### src/rtl/uart_rx_fifo_pkg.sv
// Shared I/O definitions for the UART receive buffer and the I/O address decoder.
// Holds FIFO depth, status-word bit positions and the UART register offsets.
// Pure definitions: no logic, no latency, no flow control.
package uart_rx_fifo_pkg;

  localparam int UART_FIFO_DEPTH = 16;

  // Status word bit positions seen by the CPU
  localparam int ST_NEMPTY = 0;
  localparam int ST_FULL   = 1;
  localparam int ST_OVR    = 2;

  // UART register offsets decoded by the I/O unit
  localparam logic [7:0] UART_DATA_OFS   = 8'h00;
  localparam logic [7:0] UART_STATUS_OFS = 8'h04;
  localparam logic [7:0] UART_CTRL_OFS   = 8'h08;

  function automatic logic [31:0] uart_status(input logic ovr,
                                              input logic is_full,
                                              input logic nempty);
    logic [31:0] s;
    s            = '0;
    s[ST_OVR]    = ovr;
    s[ST_FULL]   = is_full;
    s[ST_NEMPTY] = nempty;
    return s;
  endfunction

endpackage

### src/rtl/uart_rx_fifo_rise_pulse.sv
// Rising-edge detector: one-cycle pulse on the first cycle a level goes high.
// Latency: combinational pulse, one register of history.  No backpressure.
// Ports: clk, rst (async active-low), din (level in), pulse (din & ~din_q).
module rise_pulse (
  input  logic clk,
  input  logic rst,
  input  logic din,
  output logic pulse
);

  logic din_q;

  always_ff @(posedge clk or negedge rst) begin
    if (!rst) din_q <= 1'b0;
    else      din_q <= din;
  end

  assign pulse = din & ~din_q;

endmodule

### src/rtl/uart_rx_fifo.sv
// UART receive FIFO: captures bytes from the receiver, CPU pops via data-address loads.
// Latency: byte pushed on edge k visible on rd_data/count after edge k; rd_data is show-ahead.
// Backpressure: none to the receiver; a byte arriving while full is dropped and sets sticky overrun.
// Ports: clk, rst (async active-low); rx_data/rx_valid from receiver; rd_en (load strobe),
//        flush, clr_ovr from CPU; rd_data, empty, full, count, overrun, status to the read mux.
module uart_rx_fifo
  import uart_rx_fifo_pkg::*;
#(
  parameter int DEPTH  = UART_FIFO_DEPTH,
  parameter int DATA_W = 8
) (
  input  logic                     clk,
  input  logic                     rst,
  input  logic [DATA_W-1:0]        rx_data,
  input  logic                     rx_valid,
  input  logic                     rd_en,
  input  logic                     flush,
  input  logic                     clr_ovr,
  output logic [DATA_W-1:0]        rd_data,
  output logic                     empty,
  output logic                     full,
  output logic [$clog2(DEPTH):0]   count,
  output logic                     overrun,
  output logic [31:0]              status
);

  localparam int PW = $clog2(DEPTH);
  localparam int CW = PW + 1;
  localparam logic [CW-1:0] FULL_CNT = CW'(DEPTH);

  logic [DATA_W-1:0] mem [DEPTH];
  logic [PW-1:0]     wr_ptr, rd_ptr;
  logic [CW-1:0]     cnt;
  logic              ovr;

  logic push, pop, do_push, do_pop, ovr_evt;

  // Level inputs collapse to a single event on their first cycle high
  rise_pulse u_rx_edge (.clk(clk), .rst(rst), .din(rx_valid), .pulse(push));
  rise_pulse u_rd_edge (.clk(clk), .rst(rst), .din(rd_en),    .pulse(pop));

  assign empty   = (cnt == '0);
  assign full    = (cnt == FULL_CNT);

  // A pop frees a slot in the same cycle, so a push into a full FIFO with a pop is accepted
  assign do_pop  = pop & ~empty;
  assign do_push = push & (~full | do_pop);
  assign ovr_evt = push & full & ~do_pop;

  // Storage is not reset; empty gates rd_data so stale contents never leak out
  always_ff @(posedge clk) begin
    if (do_push && !flush) mem[wr_ptr] <= rx_data;
  end

  always_ff @(posedge clk or negedge rst) begin
    if (!rst) begin
      wr_ptr <= '0;
      rd_ptr <= '0;
      cnt    <= '0;
      ovr    <= 1'b0;
    end else if (flush) begin
      wr_ptr <= '0;
      rd_ptr <= '0;
      cnt    <= '0;
      ovr    <= 1'b0;
    end else begin
      if (do_push) wr_ptr <= wr_ptr + PW'(1);
      if (do_pop)  rd_ptr <= rd_ptr + PW'(1);
      if (do_push && !do_pop)      cnt <= cnt + CW'(1);
      else if (do_pop && !do_push) cnt <= cnt - CW'(1);
      // A new drop in the same cycle as a clear leaves the flag set
      if (ovr_evt)      ovr <= 1'b1;
      else if (clr_ovr) ovr <= 1'b0;
    end
  end

  assign rd_data = empty ? '0 : mem[rd_ptr];
  assign count   = cnt;
  assign overrun = ovr;
  assign status  = uart_status(ovr, full, ~empty);

endmodule

### config.mk
export PLATFORM = sky130hd
export DESIGN_NAME = uart_rx_fifo
export DESIGN_NICKNAME = d
export VERILOG_FILES = /design/src/rtl/uart_rx_fifo_pkg.sv /design/src/rtl/uart_rx_fifo_rise_pulse.sv /design/src/rtl/uart_rx_fifo.sv
export SDC_FILE = /design/constraint.sdc
export NUM_CORES = 1
export LEC_CHECK = 0
export CAP_MARGIN = 20
export CORE_UTILIZATION = 51
export CTS_CLUSTER_SIZE = 8
export DETAILED_ROUTE_END_ITERATION = 8
export PLACE_DENSITY = 0.71
export SYNTH_ARGS = -nofsm -noshare
export SYNTH_HDL_FRONTEND = slang
export SYNTH_SLANG_ARGS = --single-unit
### constraint.sdc
create_clock -name clk -period 3.4 [get_ports clk]
set_input_delay 0.51 -clock clk [delete_from_list [all_inputs] [get_ports clk]]
set_output_delay 0.51 -clock clk [all_outputs]
set_load 0.02 [all_outputs]
==> metrics.txt, run 1 <==
run status finished, final reports clean; global placement routability congestion between 0.7 and 0.8; clock buffer depth 2; timing startpoint of the critical path rd_ptr[0]; endpoints failing setup 0; final-stage net count 426; core occupancy in the finished layout 63.1%; post-route antenna net violation count 0; final count of hold timing violations 0; biggest area consumer among synthesized cells edfxtp_1; Final Cycle Share between 90 and 100%; leading post-synthesis cells by instance count 128 x edfxtp_1, 33 x buf_4, 32 x mux4_2, 27 x nor2_1, 17 x mux2i_1; maximum vdd ir drop about 0.44 mV; share of final-layout standard cells stronger than drive strength 1 22.2%; via count of the routed design 3,093; starting density of the core 53.3%; signal arrival time at the worst endpoint 2.68 ns; clock-pin slew reported for the worst setup and hold paths after clock tree synthesis approximately 0.060 ns; final instance area 7360 sq um; max_cap viols 0; total die area 12,600 sq um; fraction of power spent switching nets 24.3%; worst min-delay path class in2async; Buffers on Ports 32; part of the power in combinational logic between 10% and 20%; Die Y-Extent 112 um; area fraction in compound gates after synthesis 3.00%; cts bufs inserted 17; most common cell in the synthesized netlist edfxtp_1; hold slack between 0.5 and 0.6 ns; dominant register cell in the synthesized netlist edfxtp_1; number of antenna violations at the first check in global routing 0; leakage power of the design 0.00249 uW; layout overhead on the synthesized area 18.4%; critical path's slowest cell clkdlybuf4s50_1; post-route DRC violation count 0; I/O pin count 62; critical path depth 5; number of global-route vias before repair 3,228; average wire per cell in the routed design 20.6 um; x dimension of the die 112 um; Critical Path, Cell by Cell buf_4, mux4_2, mux2i_1, o22ai_1, clkdlybuf4s50_1; Worst slew margin 46.7%; pin count of the biggest net entering global routing 36; clock root buffer master clkbuf_16; number of design-rule violations left by the first detailed-router iteration approximately 240; asr flop ratio synth 11.1%; power per standard cell area 688 nW/um^2; post-synthesis average cell area 17.9 sq um; Synth Register Bits 144; dominant combinational cell family by area after synthesis multiplexers; first-pass GRT wire length 18,600 um; category of cells accounting for the largest share of critical-path delay buffers and inverters; post-synthesis share of cell area spent on and, or, nand and nor gates ~4.6%; total congestion overflow after global routing 0; Worst Setup End Kind primary output; Final Instance Count excl. Fillers 558; adder-cell share of the synthesized area 2.13%; CORE AREA around 12,000 sq um; vias per cell 5.54; final slew viol count 0; transition time at the pin with the least slew margin ~0.80 ns; top achievable clock speed 314 MHz; number of flops mapped to enable cells by yosys 128; multiplexer share of the synthesized area 15.8%; unrepaired setup endpoints after global routing false; clock sink count 144; Final Routed Wirelength around 12,000 um; clock latency reported for the late side of the worst-skew pair 0.41 ns; Warnings, synthesis 0; hold-fix buffer count after cts 0; setup slack of the most critical reg-to-reg path 0.36 ns; post-synth top area share 61.9%; total negative slack for setup checks 0 ns; cell internal power dissipation 3830 uW; CP Max Fanout 19; antenna diode instance count 0; cell types occupying the most area after synthesis edfxtp_1 62%, mux4_2 12%, dfrtp_1 6.4%; synthesized instance count 348; RR Endpoint count[4]; P_sw approximately 1200 uW; Post-Syn Area 6210 sq um; Synth cell types 40; shortest period the worst path allows around 3.2 ns; Reg power frac about two fifths; xor/xnor share of the synthesized area 0.846%; critical path launch point type flip-flop; sum of buffers and inverters on the critical path 2; Critical Path RT a little under 3 ns; first-pass detailed-route iteration total 5; number of cells in the design after placement between 500 and 600; R2R Path Start count[1]; Post-CTS Setup Repair Bufs 0; Worst path max stage delay 0.58 ns; clock group share of total power 41.7%; global-route total usage across every layer 20.7%; TritonCTS clock tree done; total placed instance area 6670 sq um; register area share after synthesis 68.3%; worst clock skew ~0.011 ns; H-tree depth reported by CTS 4; HPWL Detailed 7270 um; Crit Path Class reg2out; total number of placement rows 39; capturing instance or port of the critical path rd_data[3]; depth of the most critical reg-to-reg path 8
==> sequential cells by signal, indices dropped and copies added (netlist names) <==
register         flops
u_rd_edge.din_q      1
count                5
rd_ptr               4
u_rx_edge.din_q      1
wr_ptr               4
overrun              1
mem                128
==> power groups by stage <==
stage,registers [uW],clock network [uW],logic (uW)
floorplan,2070,0,615
global placement,2050,0,903
detailed placement,2060,0,918
CTS,2020,2140,925
global route,2030,2220,992
finish,2030,2110,924
==> how the worst min path moves through the flow <==
stage | from | end | slack [ns] | cells past startpoint
after CTS | rst | count[1] | 0.55 | 1
after detailed placement | overrun | overrun | 0.56 | 2
final | rst | count[1] | 0.54 | 1
after global placement | rd_ptr[3] | rd_ptr[3] | 0.55 | 2
after floorplan | rst | count[0] | 0.21 | 0
after global routing | rx_valid | u_rx_edge.din_q | 0.59 | 1
==> through the flow <==
| stage | setup WS (ns) | total power [uW] |
|---|---|---|
| floorplan | 0.583 | 2690 |
| global placement | 0.462 | 2960 |
| detailed placement | 0.362 | 2980 |
| CTS | 0.144 | 5090 |
| global route | 0.0813 | 5250 |
| finish | 0.211 | 5060 |
==> layout make-up <==
class / instances / area [sq um]
Multi-Input combinational cell: 183 / 1760
Fill cell: 798 / 4300
Timing Repair Buffer: 52 / 483
Inverter: 4 / 15.0
Sequential cell: 144 / 4250
Clock inverter: 11 / 235
Clock buffer: 21 / 440
Tap cell: 143 / 179
==> cells by family (layout without fill, tap and decap cells) <==
group / count (synthesis) / after routing
AOI/OAI and AO/OA: 23 / 23
xor gates and xnor gates: 6 / 6
adders and majority gates: 10 / 10
buffers and inverters: 49 / 88
DFF: 144 / 144
muxes: 55 / 55
other: 1 / 29
and+or+nand+nor: 60 / 60
==> per-layer routing <==
layer	global-route usage (%)	vias up	wire (um)
met4	9.87	0	213
li1	-	1408	-
met3	4.70	20	763
met2	31.7	112	5500
met5	0	-	0
met1	28.6	1553	5030
==> worst reg2reg max path, cell delays in order, from the launching register on <==
cell	delay, ns
dfrtp_1	0.47
or4_1	0.73
mux2i_4	0.26
nand2_1	0.20
ha_1	0.38
a21oi_1	0.19
nand2_1	0.11
or4_1	0.40
a41oi_1	0.21
==> repair_timing <==
| action | in CTS | in global routing |
|---|---|---|
| endpoints found under the hold margin | 0 | 0 |
| endpoints found under the setup margin | 0 | 2 |
| resized for setup | 0 | 1 |
==> cells in the final DEF (no fill, tap or decap), types with 2 or more instances in the layout <==
cell | synthesis | routed
nor2b_1 | 2 | 2
mux2_4 | 4 | 4
nand2_1 | 10 | 10
or4_1 | 2 | 2
nor2_1 | 27 | 27
xnor2_1 | 3 | 3
clkdlybuf4s50_1 | 0 | 32
conb_1 | 1 | 29
buf_4 | 33 | 19
clkbuf_1 | 5 | 4
o22ai_1 | 8 | 8
ha_1 | 9 | 9
xor2_1 | 3 | 3
clkbuf_16 | 0 | 17
edfxtp_1 | 128 | 128
a21oi_1 | 5 | 5
o211ai_1 | 2 | 2
nand3_1 | 7 | 7
bufinv_16 | 0 | 7
dfrtp_1 | 16 | 15
nand2b_1 | 6 | 6
inv_1 | 4 | 4
clkinvlp_4 | 0 | 2
mux2i_1 | 17 | 17
clkinv_2 | 0 | 2
mux4_2 | 32 | 32
Power figures use the tool's default switching activity.
==> run 2, diff against run 1 <==
--- a/config.mk
+++ b/config.mk
@@ -6,10 +6,12 @@
 export NUM_CORES = 1
 export LEC_CHECK = 0
 export CAP_MARGIN = 20
+export CORE_MARGIN = 3
 export CORE_UTILIZATION = 51
 export CTS_CLUSTER_SIZE = 8
 export DETAILED_ROUTE_END_ITERATION = 8
 export PLACE_DENSITY = 0.71
+export SKIP_CTS_REPAIR_TIMING = 1
 export SYNTH_ARGS = -nofsm -noshare
 export SYNTH_HDL_FRONTEND = slang
 export SYNTH_SLANG_ARGS = --single-unit
==> metrics.txt, run 2 (synthesis gave the netlist of run 1 again) <==
final count of hold timing violations 0 (unchanged); shortest period the worst path allows 3.21 ns (was 3.19 ns); final-stage net count 429 (was 426); I/O pin count 62 (unchanged); unrepaired setup endpoints after global routing false (unchanged); total number of placement rows 39 (unchanged); run status finished, final reports clean (unchanged); global-route total usage across every layer 18.6% (was 20.7%); via count of the routed design 3,137 (was 3,093); HPWL Detailed 7510 um (was 7270 um); Final Cycle Share 94.5% (was 93.8%); clock root buffer master clkbuf_16 (unchanged); Critical Path RT 2.89 ns (about the same); final slew viol count 0 (unchanged); layout overhead on the synthesized area 17.7% (was 18.4%); H-tree depth reported by CTS 4 (unchanged); post-route DRC violation count 0 (unchanged); worst clock skew 0.00593 ns (was 0.0107 ns); total congestion overflow after global routing 0 (unchanged); Crit Path Class reg2out (unchanged); max reg flops 128 (unchanged); Worst Setup Slack post-DPL 0.397 ns (was 0.362 ns); endpoints failing setup 0 (unchanged); Worst Setup End Kind primary output (unchanged); antenna diode instance count 0 (unchanged); power per standard cell area 663 nW/um^2 (was 688 nW/um^2); post-route worst setup slack 0.186 ns (was 0.211 ns); cts bufs inserted 17 (unchanged); top achievable clock speed 311 MHz (was 314 MHz); final instance area 7320 sq um (was 7360 sq um); number of antenna violations at the first check in global routing 0 (unchanged); share of final-layout standard cells stronger than drive strength 1 23.2% (was 22.2%); leakage power of the design 0.00248 uW (was 0.00249 uW); transition time at the pin with the least slew margin 0.792 ns (was 0.796 ns); largest reg by FF count mem (unchanged); Buffers on Ports 32 (unchanged); number of design-rule violations left by the first detailed-router iteration 224 (was 242); maximum vdd ir drop 0.446 mV (was 0.435 mV); vias per cell 5.59 (was 5.54); post-route antenna net violation count 0 (unchanged); worst min-delay path class in2async (unchanged); Worst slew margin 47.0% (was 46.7%); clock-pin slew reported for the worst setup and hold paths after clock tree synthesis 0.06 ns (about the same); global placement routability congestion 0.839 (was 0.780); starting density of the core 53.3% (unchanged); signal arrival time at the worst endpoint 2.70 ns (was 2.68 ns); commonest non-fill, non-tap cell in the layout edfxtp_1 (unchanged); Final Routed Wirelength 11,500 um (unchanged); hold slack 0.556 ns (was 0.536 ns); clock sink count 144 (unchanged); clock latency reported for the late side of the worst-skew pair 0.41 ns (about the same); pin count of the biggest net entering global routing 33 (was 36); max_cap viols 0 (unchanged); leading cell types in the layout, fill and taps excluded 128 x edfxtp_1, 32 x mux4_2, 32 x clkdlybuf4s50_1 (unchanged); Die Y-Extent 116 um (was 112 um); average wire per cell in the routed design 20.5 um (was 20.6 um); first-pass GRT wire length 18,000 um (was 18,600 um); number of global-route vias before repair 3,232 (was 3,228); CORE AREA 11,700 sq um (unchanged); CP Max Fanout 8 (was 19); critical path launch point type flip-flop (unchanged); x dimension of the die 116 um (was 112 um); total die area 13,500 sq um (was 12,600 sq um); total negative slack for setup checks 0 ns (unchanged); total placed instance area 6700 sq um (was 6670 sq um); clock buffer depth 2 (unchanged); TritonCTS clock tree done (unchanged); first-pass detailed-route iteration total 4 (was 5); depth of the most critical reg-to-reg path 8 (unchanged)
run 2: worst paths after layout:
path                           start         endpoint  slack [ns]
min reg2reg                rd_ptr[3]        rd_ptr[3]        0.57
max                         count[1]       rd_data[3]        0.19
max reg2reg                 count[1]         count[4]        0.40
min in group clk           rd_ptr[3]        rd_ptr[3]        0.57
max in group asynchronous        rst        rd_ptr[1]        2.29
min                              rst  u_rx_edge.din_q        0.56
run 2: cell type report:
| class | instances | area, sq um |
|---|---|---|
| fill | 798 | 4350 |
| timing repair buffer | 55 | 505 |
| inverter | 4 | 15.0 |
| multi-input combinational | 183 | 1750 |
| clock buffer | 19 | 433 |
| sequential | 144 | 4250 |
| tap | 143 | 179 |
| clock inverter | 13 | 186 |
run 2: worst max-delay path, stage by stage (launching register included):
cell and delay (ns):
dfrtp_1 0.46, nor4_2 0.53, nand2_2 0.21, nand2_1 0.30
o22ai_1 0.21, clkdlybuf4s50_1 0.58
run 2: report_power, final:
| part | internal (uW) | leakage [uW] | switching, uW |
|---|---|---|---|
| Combinational | 414 | 0.000817 | 501 |
| Clock | 1230 | 0.000302 | 683 |
| Sequential | 1970 | 0.00136 | 56.8 |
run 2: routing by layer:
layer  track usage [%]  up-vias  wire [um]
li1                  -     1409          -
met1              25.1     1630       5030
met2              29.9       81       5780
met3              3.83       17        496
met4              7.73        0        210
met5                 0        -          0
run 2: metrics by stage:
| stage | cells | util [%] | power, uW |
|---|---|---|---|
| final | 561 | 62.7 | 4850 |
| after global routing | 561 | 62.7 | 5050 |
| after CTS | 561 | 62.7 | 4900 |
| after detailed placement | 529 | 57.4 | 2980 |
| after global placement | 529 | 57.4 | 2960 |
| after floorplan | 376 | - | 2690 |
==> RTL change (settings of run 1) <==
Reset style: synchronous (`rst`), changed in 2 clocked blocks. Comments in the files are not updated.
--- a/src/rtl/uart_rx_fifo_rise_pulse.sv
+++ b/src/rtl/uart_rx_fifo_rise_pulse.sv
@@ -10,7 +10,7 @@
 
   logic din_q;
 
-  always_ff @(posedge clk or negedge rst) begin
+  always_ff @(posedge clk) begin
     if (!rst) din_q <= 1'b0;
     else      din_q <= din;
   end
--- a/src/rtl/uart_rx_fifo.sv
+++ b/src/rtl/uart_rx_fifo.sv
@@ -52,7 +52,7 @@
     if (do_push && !flush) mem[wr_ptr] <= rx_data;
   end
 
-  always_ff @(posedge clk or negedge rst) begin
+  always_ff @(posedge clk) begin
     if (!rst) begin
       wr_ptr <= '0;
       rd_ptr <= '0;
Behaviour: differs if rst is asserted again (counterexample within 4 cycles, from zero or initial values and one cycle with rst low); with rst held inactive, the same outputs for 10 cycles.
==> RTL change against run 1 <==
- area after synthesis decreased by 0.46%
- via count increased by 1.7%
- final area decreased by 2.5%
- die area decreased by 0.45%
- wire length decreased by 0.90%
- non-clock buffer count decreased by 1
- worst setup slack got worse by 0.080 ns
- count of clock-buffer cells in the layout decreased by 3
- sequential cell count increased by 4
- critical endpoint is now rd_data[5]
- synthesized cell count increased by 4.3%
- the run now ends with design-rule violations left
Power is not compared: it rests on default switching activity, and its combinational part moved more than twofold at a synthesized area within 25%.
==> RTL change: results (changes against run 1) <==
run status = complete, but fails checks
failing checks = design-rule violations
Worst Path Max Fanout = 10 (-9)
share of the synthesized area in compound gates (AO/OA/AOI/OAI) = 3.88% (+0.88 points)
worst slack on hold paths = 0.494 ns (-0.0413 ns)
worst hold path class = reg2reg
top area cells in the synthesized netlist = sky130_fd_sc_hd__edfxtp_1 (62%), sky130_fd_sc_hd__mux4_2 (12%), sky130_fd_sc_hd__dfxtp_1 (6.5%)
via count of the first global-routing pass = 3184 (-1.4%)
number of violations reported at the end of detailed-routing iteration 0 = 283 (+17%)
VDD IR-drop max = 0.334 mV
via/cell ratio = 5.53 (-0.25%)
number of iterations in the first detailed-routing pass = 8 (+3)
total placed instance area = 6610 um2 (-0.97%)
FF-to-FF End = count[4]$_SDFFE_PP0P_
R2R Setup Slk = 0.65 ns (+0.29 ns)
register ranked first by flip-flop count = mem
global router's overall resource usage = 19.5% (-1.2 points)
total wire length = 11400 um (-0.90%)
startpoint of the worst register-to-register path = count[0]$_SDFFE_PP0P_
wire length of the first global-routing pass = 17500 um (-5.6%)
setup clock skew after layout = 0.00937 ns (-0.00130 ns)
post-synthesis xor/xnor area fraction = 0.708% (-0.14 points)
synth cell count leaders = sky130_fd_sc_hd__edfxtp_1 (128), sky130_fd_sc_hd__buf_4 (32), sky130_fd_sc_hd__mux4_2 (32), sky130_fd_sc_hd__nor2_1 (32), sky130_fd_sc_hd__dfxtp_1 (20)
Post-Place Cells = 537 (+2.1%)
layout cell share with drive strength beyond 1 = 20.7% (-1.5 points)
worst-case hold path end point = rd_ptr[3]$_SDFFE_PP0N_
data arrival at the endpoint of the critical path = 2.76 ns (+0.08 ns)
Post-DP HPWL = 7380 um (+1.5%)
Async S/R FF share, synth = 0% (-11 points)
maximum number of pins on one net before global-route repair = 25 (-31%)
worst reg-to-reg path cell count = 9 (+1)
routability congestion estimate from global placement = 0.774 (-0.82%)
power dissipated in combinational cells = 0.421 mW
multiplexer share of the synthesized area = 13.3% (-2.6 points)
Period minus WS final = 3.27 ns (+0.0795 ns)
clock slew at the register clock pins of the worst setup and hold paths = 0.06 ns (about the same)
worst slew margin relative to its limit = 48.3% (+1.5 points)
count of different cell masters after synthesis = 37 (-7.5%)
sequential-to-total area share from yosys stat = 68.6% (+0.32 points)
number of nets at the end of the flow = 437 (+2.6%)
initial antenna violation count = 0 (unchanged)
primary flip-flop cell chosen by synthesis mapping = sky130_fd_sc_hd__edfxtp_1
count of placed standard cells in the final layout, fillers left out = 569 (+2.0%)
mean instance size in the synthesized netlist = 17.0 um2 (-4.6%)
Setup WS pre-CTS = 0.516 ns (+0.154 ns)
DRC violations left = 5 (+5)
CTS root buffer = sky130_fd_sc_hd__clkbuf_16
arithmetic-cell share of the synthesized area counting full adders, half adders and majority gates = 2.14% (+0.0099 points)
number of synthesis warnings = 0 (unchanged)
end point of the critical path = rd_data[5]
[RTL change: cell types whose count changed after synthesis, moves of 6 or more]
cell,before,now
sky130_fd_sc_hd__dfxtp_1,0,20
sky130_fd_sc_hd__nor2b_1,2,12
sky130_fd_sc_hd__o22ai_1,8,0
sky130_fd_sc_hd__nand2_1,10,4
sky130_fd_sc_hd__mux2i_1,17,10
sky130_fd_sc_hd__dfrtp_1,16,0
sky130_fd_sc_hd__a211oi_1,1,17
[RTL change: routing by layer]
layer / wire length (um) / up-vias / share of wire, % / track usage, %
li1: - / 1445 / - / -
met1: 4910 / 1591 / 43 / 26.9
met2: 5690 / 104 / 50 / 30.7
met3: 705 / 6 / 6.2 / 4.97
met4: 97 / 0 / 0.85 / 6.49
met5: 0 / - / 0 / 0
[RTL change: final cells by class]
cell class              instances  area (um2)
clock buffers                  18         429
multi-input cells             189        1700
well taps                     143         179
repair buffers                 51         463
flip-flops and latches        148        4250
fillers                       827        4440
clock inverters                14         134
inverters                       6        22.5
